===== src/rtl/sram_march_bist_ctrl_if.sv =====
// ============================================================================
// sram_march_bist_ctrl_if : control and SRAM BIST-port bundle for the March C- controller
// Rev 1.0
// ============================================================================
`default_nettype none

interface sram_march_bist_ctrl_if #(
    parameter int P_DATA_WIDTH = 64,
    parameter int P_ADDR_WIDTH = 6,
    parameter int P_FCNT_WIDTH = 8
);
    logic                    A_BIST_START;
    logic                    A_BIST_BUSY;
    logic                    A_BIST_DONE;
    logic                    A_BIST_FAIL;
    logic [P_FCNT_WIDTH-1:0] A_BIST_FAIL_CNT;
    logic                    A_BIST_EN;
    logic                    A_BIST_MEN;
    logic                    A_BIST_WEN;
    logic                    A_BIST_REN;
    logic [P_ADDR_WIDTH-1:0] A_BIST_ADDR;
    logic [P_DATA_WIDTH-1:0] A_BIST_DIN;
    logic [P_DATA_WIDTH-1:0] A_BIST_BM;
    logic [P_DATA_WIDTH-1:0] A_DOUT;
    logic [P_ADDR_WIDTH-1:0] A_BIST_DIAG_ADDR;
    logic [2:0]              A_BIST_DIAG_ELEM;
    logic [P_DATA_WIDTH-1:0] A_BIST_DIAG_SYND;

    modport master (
        input  A_BIST_START, A_DOUT,
        output A_BIST_BUSY, A_BIST_DONE, A_BIST_FAIL, A_BIST_FAIL_CNT,
               A_BIST_EN, A_BIST_MEN, A_BIST_WEN, A_BIST_REN,
               A_BIST_ADDR, A_BIST_DIN, A_BIST_BM,
               A_BIST_DIAG_ADDR, A_BIST_DIAG_ELEM, A_BIST_DIAG_SYND
    );

    modport slave (
        output A_BIST_START, A_DOUT,
        input  A_BIST_BUSY, A_BIST_DONE, A_BIST_FAIL, A_BIST_FAIL_CNT,
               A_BIST_EN, A_BIST_MEN, A_BIST_WEN, A_BIST_REN,
               A_BIST_ADDR, A_BIST_DIN, A_BIST_BM,
               A_BIST_DIAG_ADDR, A_BIST_DIAG_ELEM, A_BIST_DIAG_SYND
    );
endinterface

`default_nettype wire


===== src/rtl/sram_march_bist_ctrl.sv =====
// ============================================================================
// sram_march_bist_ctrl : March C- BIST controller; RM_BIST_DIAG_EN adds first-failure capture
// Rev 1.0
// ============================================================================
`default_nettype none

module sram_march_bist_ctrl #(
    parameter int P_DATA_WIDTH = 64,
    parameter int P_ADDR_WIDTH = 6,
    parameter int P_FCNT_WIDTH = 8
) (
    input  logic                   A_BIST_CLK,
    input  logic                   A_BIST_RESET_N,
    sram_march_bist_ctrl_if.master bist
);

    typedef enum logic [1:0] {
        S_IDLE  = 2'd0,
        S_RUN   = 2'd1,
        S_DRAIN = 2'd2,
        S_DONE  = 2'd3
    } state_t;

    localparam logic [P_ADDR_WIDTH-1:0] C_ADDR_MAX  = '1;
    localparam logic [2:0]              C_ELEM_LAST = 3'd5;

    state_t                  state_q;
    logic [2:0]              elem_q;
    logic [P_ADDR_WIDTH-1:0] acnt_q;
    logic                    phase_q;
    logic                    busy_q, done_q, fail_q;
    logic [P_FCNT_WIDTH-1:0] fcnt_q, fcnt_d;
    logic                    en_q, men_q, wen_q, ren_q;
    logic [P_ADDR_WIDTH-1:0] addr_q;
    logic [P_DATA_WIDTH-1:0] din_q, bm_q;
    logic                    op_exp_q, rd_pend_q, rd_exp_q;

    logic w_down, w_next_down, w_two_op, w_is_write, w_bg;
    logic w_last_op, w_addr_end, w_mismatch, w_start;

    // Element decode: E3/E4 descend, E1..E4 carry a read then a write per address.
    assign w_down      = (elem_q == 3'd3) || (elem_q == 3'd4);
    assign w_next_down = (elem_q == 3'd2) || (elem_q == 3'd3);
    assign w_two_op    = (elem_q >= 3'd1) && (elem_q <= 3'd4);
    assign w_is_write  = (elem_q == 3'd0) || phase_q;
    assign w_bg        = phase_q ? ((elem_q == 3'd1) || (elem_q == 3'd3))
                                 : ((elem_q == 3'd2) || (elem_q == 3'd4));
    assign w_last_op   = !w_two_op || phase_q;
    assign w_addr_end  = w_down ? (acnt_q == '0) : (acnt_q == C_ADDR_MAX);
    assign w_mismatch  = rd_pend_q && (bist.A_DOUT != {P_DATA_WIDTH{rd_exp_q}});
    assign w_start     = ((state_q == S_IDLE) || (state_q == S_DONE)) && bist.A_BIST_START;
    assign fcnt_d      = (fcnt_q == '1) ? fcnt_q : fcnt_q + P_FCNT_WIDTH'(1);

    always_ff @(posedge A_BIST_CLK or negedge A_BIST_RESET_N) begin
        if (!A_BIST_RESET_N) begin
            state_q   <= S_IDLE;
            elem_q    <= '0;
            acnt_q    <= '0;
            phase_q   <= 1'b0;
            busy_q    <= 1'b0;
            done_q    <= 1'b0;
            fail_q    <= 1'b0;
            fcnt_q    <= '0;
            en_q      <= 1'b0;
            men_q     <= 1'b0;
            wen_q     <= 1'b0;
            ren_q     <= 1'b0;
            addr_q    <= '0;
            din_q     <= '0;
            bm_q      <= '0;
            op_exp_q  <= 1'b0;
            rd_pend_q <= 1'b0;
            rd_exp_q  <= 1'b0;
        end else begin
            // Read data returns one cycle after issue; compare one edge later.
            rd_pend_q <= ren_q;
            rd_exp_q  <= op_exp_q;
            if (w_mismatch) begin
                fail_q <= 1'b1;
                fcnt_q <= fcnt_d;
            end

            case (state_q)
                S_RUN: begin
                    busy_q   <= 1'b1;
                    en_q     <= 1'b1;
                    men_q    <= 1'b1;
                    wen_q    <= w_is_write;
                    ren_q    <= !w_is_write;
                    addr_q   <= acnt_q;
                    din_q    <= {P_DATA_WIDTH{w_bg}};
                    bm_q     <= '1;
                    op_exp_q <= w_bg;
                    if (w_last_op) begin
                        phase_q <= 1'b0;
                        if (w_addr_end) begin
                            elem_q <= elem_q + 3'd1;
                            acnt_q <= w_next_down ? C_ADDR_MAX : '0;
                            if (elem_q == C_ELEM_LAST) begin
                                state_q <= S_DRAIN;
                            end
                        end else begin
                            acnt_q <= w_down ? acnt_q - 1'b1 : acnt_q + 1'b1;
                        end
                    end else begin
                        phase_q <= 1'b1;
                    end
                end
                S_DRAIN: begin
                    men_q   <= 1'b0;
                    wen_q   <= 1'b0;
                    ren_q   <= 1'b0;
                    din_q   <= '0;
                    bm_q    <= '0;
                    state_q <= S_DONE;
                end
                default: begin
                    busy_q <= 1'b0;
                    en_q   <= 1'b0;
                    men_q  <= 1'b0;
                    wen_q  <= 1'b0;
                    ren_q  <= 1'b0;
                    addr_q <= '0;
                    din_q  <= '0;
                    bm_q   <= '0;
                    if (state_q == S_DONE) begin
                        done_q <= 1'b1;
                    end
                    if (w_start) begin
                        state_q <= S_RUN;
                        done_q  <= 1'b0;
                        fail_q  <= 1'b0;
                        fcnt_q  <= '0;
                        elem_q  <= '0;
                        acnt_q  <= '0;
                        phase_q <= 1'b0;
                    end
                end
            endcase
        end
    end

    assign bist.A_BIST_BUSY     = busy_q;
    assign bist.A_BIST_DONE     = done_q;
    assign bist.A_BIST_FAIL     = fail_q;
    assign bist.A_BIST_FAIL_CNT = fcnt_q;
    assign bist.A_BIST_EN       = en_q;
    assign bist.A_BIST_MEN      = men_q;
    assign bist.A_BIST_WEN      = wen_q;
    assign bist.A_BIST_REN      = ren_q;
    assign bist.A_BIST_ADDR     = addr_q;
    assign bist.A_BIST_DIN      = din_q;
    assign bist.A_BIST_BM       = bm_q;

`ifdef RM_BIST_DIAG_EN
    logic [2:0]              op_elem_q, rd_elem_q, dg_elem_q;
    logic [P_ADDR_WIDTH-1:0] rd_addr_q, dg_addr_q;
    logic [P_DATA_WIDTH-1:0] dg_synd_q;

    // Address/element travel with the read so the capture matches the failing op.
    always_ff @(posedge A_BIST_CLK or negedge A_BIST_RESET_N) begin
        if (!A_BIST_RESET_N) begin
            op_elem_q <= '0;
            rd_elem_q <= '0;
            rd_addr_q <= '0;
            dg_elem_q <= '0;
            dg_addr_q <= '0;
            dg_synd_q <= '0;
        end else begin
            op_elem_q <= elem_q;
            rd_elem_q <= op_elem_q;
            rd_addr_q <= addr_q;
            if (w_start) begin
                dg_elem_q <= '0;
                dg_addr_q <= '0;
                dg_synd_q <= '0;
            end else if (w_mismatch && !fail_q) begin
                dg_elem_q <= rd_elem_q;
                dg_addr_q <= rd_addr_q;
                dg_synd_q <= bist.A_DOUT ^ {P_DATA_WIDTH{rd_exp_q}};
            end
        end
    end

    assign bist.A_BIST_DIAG_ADDR = dg_addr_q;
    assign bist.A_BIST_DIAG_ELEM = dg_elem_q;
    assign bist.A_BIST_DIAG_SYND = dg_synd_q;
`else
    assign bist.A_BIST_DIAG_ADDR = '0;
    assign bist.A_BIST_DIAG_ELEM = '0;
    assign bist.A_BIST_DIAG_SYND = '0;
`endif

endmodule

`default_nettype wire


===== src/flat_wrapper.sv =====
// flat-port wrapper written by rule: the top's interface ports become plain ports
module sram_march_bist_ctrl_flat 
#(
    parameter int P_DATA_WIDTH = 64,
    parameter int P_ADDR_WIDTH = 6,
    parameter int P_FCNT_WIDTH = 8
)
  (A_BIST_CLK, A_BIST_RESET_N, bist_A_BIST_START, bist_A_DOUT, bist_A_BIST_BUSY, bist_A_BIST_DONE, bist_A_BIST_FAIL, bist_A_BIST_FAIL_CNT, bist_A_BIST_EN, bist_A_BIST_MEN, bist_A_BIST_WEN, bist_A_BIST_REN, bist_A_BIST_ADDR, bist_A_BIST_DIN, bist_A_BIST_BM, bist_A_BIST_DIAG_ADDR, bist_A_BIST_DIAG_ELEM, bist_A_BIST_DIAG_SYND);
  sram_march_bist_ctrl_if #(.P_DATA_WIDTH(P_DATA_WIDTH), .P_ADDR_WIDTH(P_ADDR_WIDTH), .P_FCNT_WIDTH(P_FCNT_WIDTH)) bist_i ();
  input  logic A_BIST_CLK;
  input  logic A_BIST_RESET_N;
  input wire logic [$bits(bist_i.A_BIST_START)-1:0] bist_A_BIST_START;
  input wire logic [$bits(bist_i.A_DOUT)-1:0] bist_A_DOUT;
  output wire logic [$bits(bist_i.A_BIST_BUSY)-1:0] bist_A_BIST_BUSY;
  output wire logic [$bits(bist_i.A_BIST_DONE)-1:0] bist_A_BIST_DONE;
  output wire logic [$bits(bist_i.A_BIST_FAIL)-1:0] bist_A_BIST_FAIL;
  output wire logic [$bits(bist_i.A_BIST_FAIL_CNT)-1:0] bist_A_BIST_FAIL_CNT;
  output wire logic [$bits(bist_i.A_BIST_EN)-1:0] bist_A_BIST_EN;
  output wire logic [$bits(bist_i.A_BIST_MEN)-1:0] bist_A_BIST_MEN;
  output wire logic [$bits(bist_i.A_BIST_WEN)-1:0] bist_A_BIST_WEN;
  output wire logic [$bits(bist_i.A_BIST_REN)-1:0] bist_A_BIST_REN;
  output wire logic [$bits(bist_i.A_BIST_ADDR)-1:0] bist_A_BIST_ADDR;
  output wire logic [$bits(bist_i.A_BIST_DIN)-1:0] bist_A_BIST_DIN;
  output wire logic [$bits(bist_i.A_BIST_BM)-1:0] bist_A_BIST_BM;
  output wire logic [$bits(bist_i.A_BIST_DIAG_ADDR)-1:0] bist_A_BIST_DIAG_ADDR;
  output wire logic [$bits(bist_i.A_BIST_DIAG_ELEM)-1:0] bist_A_BIST_DIAG_ELEM;
  output wire logic [$bits(bist_i.A_BIST_DIAG_SYND)-1:0] bist_A_BIST_DIAG_SYND;
  assign bist_i.A_BIST_START = bist_A_BIST_START;
  assign bist_i.A_DOUT = bist_A_DOUT;
  assign bist_A_BIST_BUSY = bist_i.A_BIST_BUSY;
  assign bist_A_BIST_DONE = bist_i.A_BIST_DONE;
  assign bist_A_BIST_FAIL = bist_i.A_BIST_FAIL;
  assign bist_A_BIST_FAIL_CNT = bist_i.A_BIST_FAIL_CNT;
  assign bist_A_BIST_EN = bist_i.A_BIST_EN;
  assign bist_A_BIST_MEN = bist_i.A_BIST_MEN;
  assign bist_A_BIST_WEN = bist_i.A_BIST_WEN;
  assign bist_A_BIST_REN = bist_i.A_BIST_REN;
  assign bist_A_BIST_ADDR = bist_i.A_BIST_ADDR;
  assign bist_A_BIST_DIN = bist_i.A_BIST_DIN;
  assign bist_A_BIST_BM = bist_i.A_BIST_BM;
  assign bist_A_BIST_DIAG_ADDR = bist_i.A_BIST_DIAG_ADDR;
  assign bist_A_BIST_DIAG_ELEM = bist_i.A_BIST_DIAG_ELEM;
  assign bist_A_BIST_DIAG_SYND = bist_i.A_BIST_DIAG_SYND;
  sram_march_bist_ctrl #(.P_DATA_WIDTH(P_DATA_WIDTH), .P_ADDR_WIDTH(P_ADDR_WIDTH), .P_FCNT_WIDTH(P_FCNT_WIDTH)) u_core (.A_BIST_CLK(A_BIST_CLK), .A_BIST_RESET_N(A_BIST_RESET_N), .bist(bist_i));
endmodule

===== config.mk =====
export PLATFORM = sky130hd
export DESIGN_NAME = sram_march_bist_ctrl_flat
export DESIGN_NICKNAME = d
export VERILOG_FILES = /design/src/rtl/sram_march_bist_ctrl_if.sv /design/src/rtl/sram_march_bist_ctrl.sv /design/src/flat_wrapper.sv
export SDC_FILE = /design/constraint.sdc
export NUM_CORES = 1
export LEC_CHECK = 0
export ABC_CLOCK_PERIOD_IN_PS = 2100
export BUFFER_PORTS_ARGS = -buffer_cell sky130_fd_sc_hd__buf_2
export CORE_ASPECT_RATIO = 1.75
export CORE_MARGIN = 8
export CORE_UTILIZATION = 37
export CTS_CLUSTER_DIAMETER = 100
export DETAILED_ROUTE_END_ITERATION = 8
export PLACE_DENSITY = 0.88
export RECOVER_POWER = 100
export SKIP_LAST_GASP = 1
export SYNTH_ARGS = -nofsm -noshare
export SYNTH_HDL_FRONTEND = slang
export SYNTH_SLANG_ARGS = --single-unit

===== constraint.sdc =====
create_clock -name A_BIST_CLK -period 2.1 [get_ports A_BIST_CLK]
set_input_delay 0.21 -clock A_BIST_CLK [delete_from_list [all_inputs] [get_ports A_BIST_CLK]]
set_output_delay 0.21 -clock A_BIST_CLK [all_outputs]
set_load 0.03 [all_outputs]

## Yosys cells after proc, flatten, opt, wreduce, memory -nomap -nowiden

Cells that the tools add are included.

- Logic and storage cells: 99
- Output and inout bits: 222
- Bits in registers: 163
- Input bits: 67

- Reductions and logical operators: 24
- Muxes and demuxes: 36
- Bitwise gates (word level): 2
- $add $sub $neg: 4
- Magnitude comparators: 2
- Eq/ne operators: 14

Operators with widths:

| operator | count |
|---|---|
| 64-bit two-way mux | 2 |
| 64-bit inequality test | 1 |
| 8-bit two-way mux | 4 |
| 6-bit two-way mux | 5 |
| 6-bit one-hot mux with 2 select lines | 2 |
| 1-bit two-way mux | 12 |
| 3-bit two-way mux | 3 |
| 8-bit by 1-bit adder with 8-bit output (second input constant) | 1 |
| 8-bit equality test (second input constant) | 1 |
| 2-bit two-way mux | 4 |
| 4-bit AND reduction | 2 |
| 1-bit logical OR | 7 |
| 6-bit by 1-bit adder with 6-bit output (second input constant) | 1 |
| 3-bit by 2-bit equality test with 1-bit output (second input constant) | 2 |
| 3-bit equality test (second input constant) | 2 |
| 6-bit equality test (second input constant) | 1 |
| 6-bit zero test | 1 |
| 2-bit by 1-bit inequality test with 1-bit output (second input constant) | 3 |
| 3-bit one-hot mux with 2 select lines | 1 |
| 6-bit by 1-bit subtractor with 6-bit output (second input constant) | 1 |
| 2-bit equality test (second input constant) | 2 |
| 1-bit one-hot mux with 2 select lines | 2 |
| 2-bit one-hot mux with 2 select lines | 1 |
| 2-bit AND reduction | 2 |
| 14 further kinds | 19 |

## Logic depth before layout (Yosys ltp)

- Word-level depth: 6
- Gate-level depth with buffers: 11
- Depth with buffers taken out: 11

## Least setup slack after synthesis

Ideal clock, no wire load.

- Kind: reg2reg
- Start: register u_core.elem_q[0]
- End: register u_core.acnt_q[5]
- Cell stages (with the launch flop): 11
- Arrival time: 2.193 ns
- Clock period less this slack: 2.314 ns
- Setup slack: -0.214 ns
- Library setup time: 0.121 ns
- Buffers on the path: 0
- Required time: 1.979 ns
- Path through: dfrtp_1 -> inv_1 -> ha_1 -> mux2_2 -> ha_1 -> a21oi_1 -> o211ai_1 -> a21oi_1 -> xnor2_1 -> a21o_1 -> a22o_1

- Word-level cells in the longest chain between the ends: 6
- Elaborated cells between the ends (all ways): 18
- Classes of those cells: order compare: 2; eq/ne: 4; mux: 6; reduce/logical: 6

Ends and longest elaborated chain:

| element | line | source |
|---|---|---|
| start, declared | sram_march_bist_ctrl.sv:28 | `logic [2:0] elem_q;` |
| start signal, assigned | sram_march_bist_ctrl.sv:97 | `elem_q <= elem_q + 3'd1;` |
| 3-bit by 1-bit >= comparator with 1-bit output (tied with other cells) | sram_march_bist_ctrl.sv:44 | `assign w_two_op = (elem_q >= 3'd1) && (elem_q <= 3'd4);` |
| 1-bit logical AND (tied with other cells) | sram_march_bist_ctrl.sv:44 |  |
| 1-bit zero test (tied with other cells) | sram_march_bist_ctrl.sv:48 | `assign w_last_op = !w_two_op \|\| phase_q;` |
| 1-bit logical OR / 6-bit two-way mux (equally long branches) | sram_march_bist_ctrl.sv:48, sram_march_bist_ctrl.sv:96 |  |
| 2-bit by 1-bit inequality test with 1-bit output (no line) / 6-bit two-way mux (equally long branches) | n/a |  |
| 3-bit AND reduction (no line) / 6-bit one-hot mux with 2 select lines (equally long branches) | n/a |  |
| end signal, assigned | sram_march_bist_ctrl.sv:98 | `acnt_q <= w_next_down ? C_ADDR_MAX : '0;` |
| end signal, assigned | sram_march_bist_ctrl.sv:103 | `acnt_q <= w_down ? acnt_q - 1'b1 : acnt_q + 1'b1;` |
| end, declared | sram_march_bist_ctrl.sv:29 | `logic [P_ADDR_WIDTH-1:0] acnt_q;` |

Several ways; a longest one is shown, not always the timed one. The select of a mux whose other input is x is not followed.
A chain may end at the register's enable or synchronous reset.

## Worst setup path in the final report

Ends and elaborated chain as after synthesis.

==> results.py <==
metrics = {
    "sta": {
        "max_freq_ghz": 0.4344,
        "hold_viol": 0,
        "setup_viol": 19,
        "rsz0062_at_grt": "yes",
        "relSlewSlack": -0.3173,
        "fin_worst_skew_ps": 6.398,
        "final.setup.worst_slack_ps": -201.9,
        "slew_violations": 37,
        "tightestPinTransition_ps": 1976,
        "holdWs_ps": 333.9,
        "final.min_clock_period_ps": 2302,
        "fin_crit_sh": 1.096,
        "tns_ps": -1902,
    },
    "finish": {
        "area_growth_pct": 16.83,
        "stdcell_area_sq_mm": 0.004499,
        "nFillCells": 978,
        "drive_gt1_frac": 0.4983,
        "n_antenna_cell": 0,
        "fin_nets": 665,
    },
    "worst_setup_path": {
        "crit_slowest_cell": "dfrtp_1",
        "cp-end-kind": "register",
        "cpLargestDelayFamily": "compound AO/OA/AOI/OAI gates",
        "crit_required_ps": 2260,
        "r2r_slack_ps": -200,
        "slowest_delay_ps": 410,
        "critPathKind": "reg -> reg",
        "path_cells": "inv_2, ha_4, mux2_4, ha_4, a21oi_4, o211ai_1, a21oi_1, xnor2_1, a21o_1, a22o_1",
        "crit_path_start_kind": "register",
        "cp_common_cell": "ha_4",
        "worst-path-buf-inv": 1,
        "path_max_fanout": 6,
        "crit_arrival_ps": 2460,
    },
    "flow_run": {
        "drv_cap": 1,
    },
    "clock_tree": {
        "clk_transition_reported_paths_ps": 60,
        "clk_path_buf_depth": 2,
        "root_buffer": "clkbuf_16",
        "clock_sinks": 36,
        "cts_tree": "yes",
        "clk_latency_ps": 280,
        "numCtsBuffers": 5,
        "htreeDepth": 2,
    },
    "floorplan": {
        "initial_core_util": 0.3761,
        "coreArea_sq_mm": 0.01024,
        "dieArea_sq_mm": 0.01406,
        "die_w_microns": 93.12,
        "die_y_microns": 151.0,
        "rows": 49,
        "ios": 289,
    },
    "place": {
        "place_area_sq_mm": 0.004054,
        "dp_slack_ps": -337.8,
        "place_hpwl_microns": 9660,
        "port-buffer-count": 215,
        "gp_congestion": 0.8869,
    },
    "route": {
        "antenna_left": 0,
        "drtIter0Drc": 99,
        "drt_pass1_iterations": 4,
        "vias": 3284,
        "vias_per_cell": 4.619,
        "totalWireLength_microns": 12130,
        "wl_per_cell_microns": 17.06,
        "drc": 0,
    },
    "global_routing": {
        "grt_max_degree": 66,
        "grtUsageMet1": 0.1302,
        "top_usage_layer": "met2",
        "grt_pass1_wl_microns": 16120,
        "met3_usage": 0.05211,
        "grt_use_met2": 0.2827,
        "grt_antenna_before_repair": 3,
        "overflow": 0,
        "track_usage": 0.1448,
        "grt_pass1_vias": 3096,
    },
    "logic_synthesis": {
        "yosys.area.top_type": "buf_4",
        "ys.flop_type": "dfrtp_1",
        "synthesis.area_sq_mm": 0.003851,
        "ys_warn_count": 0,
        "synth_edf_count": 0,
        "synthArstFlopShare": 1.000,
        "netlist_instances": 456,
        "netlist-cell-type-count": 49,
        "synth.top_cell.area_share": 0.3938,
        "syn_area_per_cell_sq_um": 8.446,
        "ys_seq_area_frac": 0.2339,
        "yosys-top-cells-area": "buf_4, dfrtp_1, ha_1, nand2_1, a22o_1",
        "synth_seq_cells": 36,
    },
    "power_and_ir_drop": {
        "p_per_area_mw_per_mm2": 1075,
        "ir_worst_vdd_uv": 1030,
        "total_leakage_power_uw": 0.002539,
    },
    "outcome": {
        "status": "complete, but fails checks",
        "violations": "max-capacitance violations, max-slew violations, negative setup slack",
    },
    "min_path": {
        "min_path_type": "in -> reg",
    },
}
==> state kept, by name, summed over array words and instances (netlist names) <==
name                         flops
u_core.bist.A_BIST_FAIL_CNT      8
u_core.acnt_q                    6
u_core.bist.A_BIST_ADDR          6
u_core.elem_q                    3
u_core.state_q                   2
u_core.bist.A_BIST_BM            1
u_core.bist.A_BIST_BUSY          1
u_core.bist.A_BIST_DIN           1
u_core.bist.A_BIST_DONE          1
u_core.bist.A_BIST_FAIL          1
u_core.bist.A_BIST_REN           1
u_core.bist.A_BIST_WEN           1
u_core.op_exp_q                  1
u_core.phase_q                   1
u_core.rd_exp_q                  1
u_core.rd_pend_q                 1
==> layout make-up <==
class	count	area (sq um)	share of cell area
Multi-Input combinational cell	270	1819	0.4043
Timing Repair Buffer	259	1415	0.3145
Sequential cell	36	900.9	0.2002
Tap cell	127	158.9	0.03532
Clock buffer	6	128.9	0.02864
Inverter	11	41.29	0.009177
Clock inverter	2	35.03	0.007786
==> logic make-up (layout without fill, tap and decap cells) <==
kind of cell,count (synthesis),after routing,synth area share
mux,5,5,0.01365
xor+xnor,3,3,0.006824
compound gates,58,58,0.1105
fa+ha+maj,15,15,0.05068
flops,36,36,0.2339
simple gates,116,116,0.1663
other cells,1,73,0.0009737
buf+inv,222,278,0.4172
==> metrics by stage <==
stage | cells | utilization | power [uW]
after floorplan | 528 | - | 3844
after global routing | 711 | 0.4394 | 5068
after global placement | 686 | 0.3959 | 3860
after detailed placement | 686 | 0.3959 | 3916
after CTS | 699 | 0.4214 | 4821
final | 711 | 0.4394 | 4836
==> per-layer routing <==
| metal | vias up | share of wire |
|---|---|---|
| met4 | 6 | 0.019 |
| met5 | - | 0.0028 |
| li1 | 1541 | - |
| met1 | 1535 | 0.31 |
| met2 | 179 | 0.55 |
| met3 | 23 | 0.12 |
==> cell usage in the layout (no fill, tap or decap), types with 6 or more instances in the layout <==
master	netlist	final
clkbuf_1	7	20
nand4_1	10	10
inv_1	11	9
dfrtp_1	36	36
buf_4	202	33
buf_6	2	8
nor2_1	8	6
or4_1	7	7
nand3_1	11	11
buf_2	0	198
a22o_1	13	13
nor4_2	2	6
or3_1	7	7
nor3_1	10	8
ha_1	14	9
nand2_1	32	30
conb_1	1	73
==> final timing paths <==
path / cells after the start / from / endpoint
worst max-delay path: 10 / u_core.elem_q[0] / u_core.acnt_q[5]
worst min-delay path: 4 / bist_A_BIST_START / u_core.state_q[1]
worst max register to register: 10 / u_core.elem_q[0] / u_core.acnt_q[5]
worst min register to register: 0 / u_core.bist.A_BIST_REN / u_core.rd_pend_q
max in group asynchronous: 1 / A_BIST_RESET_N / u_core.bist.A_BIST_REN
min in group asynchronous: 1 / A_BIST_RESET_N / u_core.state_q[1]
==> cells in the mapped netlist, types with 3 or more instances <==
master / count
nor2_1: 8
or3_1: 7
or4_1: 7
xnor2_1: 3
buf_4: 202
nand2_1: 32
mux2i_1: 3
a21oi_1: 9
ha_1: 14
nor3_1: 10
a22o_1: 13
dfrtp_1: 36
and3_2: 3
o21bai_1: 3
clkbuf_1: 7
nand3_1: 11
nor4_1: 9
nor2b_1: 6
o22ai_1: 4
o21ai_0: 8
nand4_1: 10
inv_1: 11
a31oi_1: 3
and2_1: 4
a21o_1: 4
==> worst register-to-register path, cell delays in order (launching register included) <==
cell,delay (ps)
dfrtp_1,410
inv_2,80
ha_4,160
mux2_4,320
ha_4,300
a21oi_4,60
o211ai_1,190
a21oi_1,110
xnor2_1,150
a21o_1,190
a22o_1,210
==> what timing repair did <==
action | CTS | global route
gates resized for setup | 16 | 31
hold buffers | 0 | 0
setup endpoints to repair | 13 | 19
pin swaps | 15 | 11
buffers inserted | 4 | 11
gates cloned | 1 | 1
==> report_power, final <==
group | switching (uW) | internal (uW) | leakage (uW) | total, uW
sequential | 114 | 792 | 0.000488 | 906
clock | 291 | 559 | 0.0000808 | 850
combinational | 2250 | 829 | 0.00197 | 3080
total | 2660 | 2180 | 0.00254 | 4840
No activity file was read; power rests on OpenSTA's default activity.
